===== config.mk =====
export PLATFORM = sky130hd
export DESIGN_NAME = mbist_addr_gen
export DESIGN_NICKNAME = d
export VERILOG_FILES = /design/src/rtl/mbist_addr_gen.sv
export SDC_FILE = /design/constraint.sdc
export NUM_CORES = 1
export LEC_CHECK = 0
export ABC_AREA = 0
export BUFFER_PORTS_ARGS = -buffer_cell sky130_fd_sc_hd__buf_2
export CORE_UTILIZATION = 40
export DETAILED_ROUTE_END_ITERATION = 8
export GPL_TIMING_DRIVEN = 0
export PLACE_DENSITY = 0.59
export SYNTH_ARGS = -nofsm -noshare
export SYNTH_HDL_FRONTEND = slang
export SYNTH_SLANG_ARGS = --single-unit

===== constraint.sdc =====
create_clock -name clk -period 3 [get_ports clk]
set_clock_uncertainty 0.1 [all_clocks]
set_input_delay 0.45 -clock clk [delete_from_list [all_inputs] [get_ports clk]]
set_output_delay 0.45 -clock clk [all_outputs]
set_load 0.01 [all_outputs]

===== src/rtl/mbist_addr_gen.sv =====
// MBIST address generator: walks the SRAM address range up or down per march
// element, reloads on element/pattern start, and flags the last address.
module mbist_addr_gen #(
  parameter int unsigned             BIST_ADDR_WD    = 9,
  parameter logic [BIST_ADDR_WD-1:0] BIST_ADDR_START = 9'h000,
  parameter logic [BIST_ADDR_WD-1:0] BIST_ADDR_END   = 9'h1F8,
  parameter int unsigned             BIST_ADDR_STEP  = 1
) (
  input  logic                    clk,
  input  logic                    rst,
  input  logic                    bist_run,
  input  logic                    run_addr,
  input  logic                    run_sti,
  input  logic                    run_pat,
  input  logic                    addr_down,
  output logic [BIST_ADDR_WD-1:0] bist_addr,
  output logic                    addr_dir,
  output logic                    last_addr
);

  // One extra bit so overflow past END and underflow below zero are visible.
  localparam int unsigned EXT_WD = BIST_ADDR_WD + 1;

  typedef logic [EXT_WD-1:0] ext_t;

  localparam ext_t START_X = EXT_WD'(BIST_ADDR_START);
  localparam ext_t END_X   = EXT_WD'(BIST_ADDR_END);
  localparam ext_t STEP_X  = EXT_WD'(BIST_ADDR_STEP);

  // ST_IDLE means the next cycle with bist_run=1 is the load cycle.
  typedef enum logic {
    ST_IDLE = 1'b0,
    ST_RUN  = 1'b1
  } state_t;

  state_t                  state;
  state_t                  state_nxt;
  logic [BIST_ADDR_WD-1:0] addr_nxt;
  logic                    dir_nxt;
  logic                    last_nxt;
  ext_t                    up_sum;
  ext_t                    dn_diff;

  // Next-state, next-address and last-address flag for the coming edge.
  always_comb begin
    state_nxt = state;
    addr_nxt  = bist_addr;
    dir_nxt   = addr_dir;
    up_sum    = {1'b0, bist_addr} + STEP_X;
    dn_diff   = {1'b0, bist_addr} - STEP_X;

    if (!bist_run) begin
      state_nxt = ST_IDLE;
      addr_nxt  = BIST_ADDR_START;
      dir_nxt   = 1'b0;
    end else if ((state == ST_IDLE) || run_sti || run_pat) begin
      // Load cycle or new element/pattern: restart in the requested order.
      state_nxt = ST_RUN;
      dir_nxt   = addr_down;
      addr_nxt  = addr_down ? BIST_ADDR_END : BIST_ADDR_START;
    end else if (run_addr) begin
      if (last_addr) begin
        // Wrap to the first address of the same direction.
        addr_nxt = addr_dir ? BIST_ADDR_END : BIST_ADDR_START;
      end else if (!addr_dir) begin
        addr_nxt = (up_sum > END_X) ? BIST_ADDR_END : up_sum[BIST_ADDR_WD-1:0];
      end else begin
        // MSB set means the subtraction went below zero.
        addr_nxt = (dn_diff[BIST_ADDR_WD] || (dn_diff < START_X))
                   ? BIST_ADDR_START : dn_diff[BIST_ADDR_WD-1:0];
      end
    end

    // Flag computed from the next address so it lands with bist_addr.
    last_nxt = bist_run && (dir_nxt ? (addr_nxt == BIST_ADDR_START)
                                    : (addr_nxt == BIST_ADDR_END));
  end

  // State and output registers; synchronous reset wins over everything.
  always_ff @(posedge clk) begin
    if (rst) begin
      state     <= ST_IDLE;
      bist_addr <= BIST_ADDR_START;
      addr_dir  <= 1'b0;
      last_addr <= 1'b0;
    end else begin
      state     <= state_nxt;
      bist_addr <= addr_nxt;
      addr_dir  <= dir_nxt;
      last_addr <= last_nxt;
    end
  end

endmodule


---- Yosys cells after proc, flatten, opt, wreduce, memory -nomap -nowiden ----
Cells that the tools add are included.
storage, ports and cells
  output and inout bits ................... 11
  input port bits ......................... 7
  flip-flop bits (word level) ............. 12
  word-level logic and storage cells ...... 29
operators by class
  mux-type cells .......................... 12
  add/subtract/negate cells ............... 2
  $lt $le $gt $ge ......................... 2
  bitwise operators ....................... 2
  reductions and logical operators ........ 6
  eq/ne operators ......................... 1
operators by type and width
  kind                  count
  $mux 9                9
  $add 9x1->10 const B  1
  $gt 10x9->1 const B   1
  $lt 10x1->1 const B   1
  $sub 9x1->10 const B  1
  $eq 9x9->1 const B    1
  $logic_not 9->1       1
  $logic_or 1x1->1      3
  $mux 1                3
  $not 1->1             2
  $reduce_or 2->1       1
  $logic_and 1x1->1     1

---- Depth between registers and ports, before layout ----
  word-level depth ........................ 12
  depth in mapped cells ................... 10
  mapped depth without buffers ............ 9

---- Least setup slack after synthesis ----
OpenSTA, ideal clock, no wires.
  kind .................................... reg-to-reg
  start ................................... register bist_addr[1]
  end ..................................... register last_addr
  cell stages (with the launch flop) ...... 9
  required time ........................... 2.782 ns
  setup slack ............................. 0.670 ns
  path buffers ............................ 0
  setup time .............................. 0.118 ns
  clock period less this slack ............ 2.330 ns
  data arrival time ....................... 2.112 ns
  cells stage by stage .................... dfxtp_1 > ha_1 > nand2_1 > a21oi_1 > a2bb2oi_1 > a2111oi_4 > or2_2 > a2bb2oi_2 > o2111a_1
between the ends
  cells in the longest elaborated chain, start to end .. 12
  elaborated cells on any way between the ends .. 16
  those cells by class .................... 2 x add/sub; 2 x order compare; 1 x eq/ne; 8 x mux; 3 x reduce/logical
ends and longest elaborated chain
  item                                           RTL line  RTL
  start: declaration                             16        output logic [BIST_ADDR_WD-1:0] bist_addr,
  start signal: assignment                       88        bist_addr <= addr_nxt;
  $sub 9x1->10                                   50        dn_diff = {1'b0, bist_addr} - STEP_X;
  $lt 10x1->1                                    69        addr_nxt = (dn_diff[BIST_ADDR_WD] || (dn_diff < START_X))
  $logic_or 1x1->1                               69
  $mux 9                                         70        ? BIST_ADDR_START : dn_diff[BIST_ADDR_WD-1:0];
  $mux 9                                         65        end else if (!addr_dir) begin
  $mux 9                                         62        if (last_addr) begin
  $mux 9 (*)                                     61        end else if (run_addr) begin
  $mux 9 (*)                                     56        end else if ((state == ST_IDLE) || run_sti || run_pat) begin
  $mux 9 (*)                                     52        if (!bist_run) begin
  $eq 9x9->1 or $logic_not 9->1 (tied branches)  76, 75
  $mux 1 (*)                                     75        last_nxt = bist_run && (dir_nxt ? (addr_nxt == BIST_ADDR_START)
  $logic_and 1x1->1 (*)                          75
  end signal: assignment                         90        last_addr <= last_nxt;
  end: declaration                               18        output logic last_addr
Mark *: on every way between the ends. The rest lies on a longest branch, timed or not.
A chain may end at the register's enable or synchronous reset.

---- Worst setup path in the final report ----
Ends and elaborated chain as after synthesis.

==> results.sh <==
export IMPL_status="finished, violations left"
export IMPL_violations="design-rule violations"
export IMPL_core_area_sq_um=2830
export IMPL_relSlewSlack_pct=58.4
export IMPL_peakVddDrop_uv=311
export IMPL_synth_top_family_by_area="simple AND/OR/NAND/NOR gates"
export IMPL_end_kind="flip-flop"
export IMPL_start_util_pct=43.6
export IMPL_cts_root_buffer="clkbuf_4"
export IMPL_netlist_area_sq_um=1230
export IMPL_ys_seq_area_share_pct=19.5
export IMPL_timing_fmax_ghz=0.369
export IMPL_die_h_um=57.5
export IMPL_synthAdderAreaFrac_pct=3.04
export IMPL_num_vias=1362
export IMPL_via_per_inst=6.45
export IMPL_whs_endpoint="addr_dir$_SDFF_PP0_"
export IMPL_worstPathCellList="ha_1 -> nand2_1 -> nor4_2 -> a2bb2oi_1 -> a2111oi_4 -> nor3_1 -> o31ai_1 -> o2111a_1"
export IMPL_yosysTopAreaCell="dfxtp_1"
export IMPL_yosys_top_cells_count="12 x dfxtp_1, 12 x nor2_1, 10 x nand2_1, 9 x a21oi_1"
export IMPL_hold_violations=0
export IMPL_clock_sinks=12
export IMPL_crit_required_ns=3.13
export IMPL_synth_compound_area_share_pct=30.2
export IMPL_r2r_end="last_addr$_SDFF_PP0_"
export IMPL_final_net_count=191
export IMPL_grt_usage_pct=24.4
export IMPL_p_leak_uw=0.000568
export IMPL_clk_pin_slew_ns=0.09
export IMPL_synth_main_ff_cell="dfxtp_1"
export IMPL_slowest_stage="dfxtp_1"
export IMPL_fin_setup_tns_ns=0
export IMPL_fin_crit_ns=2.71
export IMPL_synth_edf_count=0
export IMPL_whs_ns=0.296
export IMPL_critPathMaxFanout=10
export IMPL_synth_simple_area_share_pct=34.2
export IMPL_reg2reg_depth=8
export IMPL_rows=19
export IMPL_cp_top_family="compound AO/OA/AOI/OAI gates"
export IMPL_muxShareOfSynthArea_pct=1.72
export IMPL_totalWireLength_um=3720
export IMPL_post_dp_hpwl_um=2770
export IMPL_grt_ovfl_total=0
export IMPL_worstSetupStartpointType="flip-flop"
export IMPL_place_congestion=0.868
export IMPL_worstHoldStart="rst"
export IMPL_cp_num_buf_inv=0
export IMPL_io_pins=18
export IMPL_tritoncts="done"
export IMPL_fin_crit_sh_pct=90.2
export IMPL_wire_per_inst_um=17.6
export IMPL_synth_seq_cells=12
export IMPL_cts_resized=0
export IMPL_synth_xor_area_share_pct=3.55
export IMPL_grt_pass1_vias=1235
export IMPL_p_per_area_nw_per_um2=286
export IMPL_netlist_area_leader_share_pct=19.5
export IMPL_numCtsBuffers=3
export IMPL_netlist_instances=159
export IMPL_grt_pass1_wl_um=6150
export IMPL_r2r_start="bist_addr[1]$_SDFF_PP0_"
export IMPL_cts_hold_buf=0
export IMPL_async_flop_share_pct=0
export IMPL_antenna_found_initial=0
export IMPL_synth_area_per_cell_sq_um=7.76
export IMPL_synthTopCellsByArea="dfxtp_1 19%, a21oi_1 3.7%, nor2_1 3.7%"
export IMPL_remaining_drc_errors=1
export IMPL_yosysWarnings=0
export IMPL_synth_distinct_cells=57
export IMPL_post_cts_setup_buffers=0
export IMPL_syn_num_nets=169
export IMPL_rrSetupSlack_ns=0.29
export IMPL_grt_max_degree=11
export IMPL_die_area_sq_um=3310
export IMPL_cpPeakStageDelay_ns=0.57
export IMPL_drtAntennaViolNets=0
export IMPL_hp_class="input pin to flip-flop"
export IMPL_slew_violations=0
export IMPL_grt_setup_unrepaired="false"
export IMPL_drive_above_1_share_pct=21.7
export IMPL_finalCoreUtilization_pct=49.3
export IMPL_cp_arrival_ns=2.84
export IMPL_area_delta_synth_final_pct=13.0
export IMPL_cts_buffer_depth=2
export IMPL_critPathKind="flip-flop to flip-flop"
export IMPL_io_buffers=17
export IMPL_n_antenna_cell=0
export IMPL_drtIter0Drc=130
export IMPL_finalSetupViolCount=0
export IMPL_cts_htree_levels=1
export IMPL_clk_insertion_delay_late_ns=0.28
export IMPL_tightest_slew_ns=0.618
export IMPL_die_x_um=57.5
export IMPL_hold_path_cell_count=2
export IMPL_first_pass_iters=7
export IMPL_cap_violations=0
## routing by layer
layer / track usage, % / routed length, um / up-vias
met1: 33.7 / 1650 / 637
li1: - / - / 655
met4: 5.92 / 27 / 0
met3: 4.54 / 291 / 4
met2: 39.0 / 1750 / 66
met5: 0 / 0 / -
## power breakdown
part	leakage [uW]	switching [uW]	internal (uW)	total, uW
Sequential	0.0000981	8.51	165	173
Combinational	0.000449	52.6	36.7	89.3
Clock	0.0000210	62.7	73.9	137
## metrics by stage
stage	cell area (sq um)	std cells	total power (uW)	setup slack, ns
floorplan	1230	159	237	0.670
global placement	1360	207	264	0.388
detailed placement	1360	207	265	0.307
CTS	1390	211	402	0.287
global route	1390	211	420	0.101
finish	1390	211	399	0.293
## state kept, by name, indices dropped and copies added, names as in the netlist
name,count
addr_dir,1
last_addr,1
state,1
bist_addr,9
## cell families after synthesis
| group | count (synthesis) |
|---|---|
| AOI/OAI and AO/OA | 49 |
| xor gates and xnor gates | 5 |
| adders and majority gates | 3 |
| buffers and inverters | 19 |
| DFF | 12 |
| muxes | 2 |
| and+or+nand+nor | 69 |
## final cells by class
| class | instances | area (sq um) |
|---|---|---|
| clock buffer | 4 | 36.3 |
| fill | 302 | 1440 |
| sequential | 12 | 240 |
| buffer | 11 | 66.3 |
| inverter | 8 | 30.0 |
| timing repair buffer | 17 | 85.1 |
| tap | 31 | 38.8 |
| multi-input combinational | 128 | 897 |
## placed cells by master (no fill, tap or decap), types with 5 or more instances in the layout
cell type / n
inv_1: 7
and3_1: 6
nor2b_1: 5
o21ai_0: 7
nand4_1: 5
nor2_1: 12
nand3_1: 6
buf_2: 22
nor3_1: 6
a21oi_1: 9
nand2_1: 10
dfxtp_1: 12
## how the worst max path moves through the flow
stage                                  startpoint              endpoint  slack (ns)  depth (start not counted)
after detailed placement  bist_addr[1]$_SDFF_PP0_  last_addr$_SDFF_PP0_        0.31                          8
after global routing      bist_addr[0]$_SDFF_PP0_  last_addr$_SDFF_PP0_        0.10                         10
after CTS                 bist_addr[1]$_SDFF_PP0_  last_addr$_SDFF_PP0_        0.29                          8
after global placement    bist_addr[1]$_SDFF_PP0_  last_addr$_SDFF_PP0_        0.39                          8
after floorplan           bist_addr[1]$_SDFF_PP0_  last_addr$_SDFF_PP0_        0.67                          8
final                     bist_addr[1]$_SDFF_PP0_  last_addr$_SDFF_PP0_        0.29                          8
(Power assumes the default switching activity.)
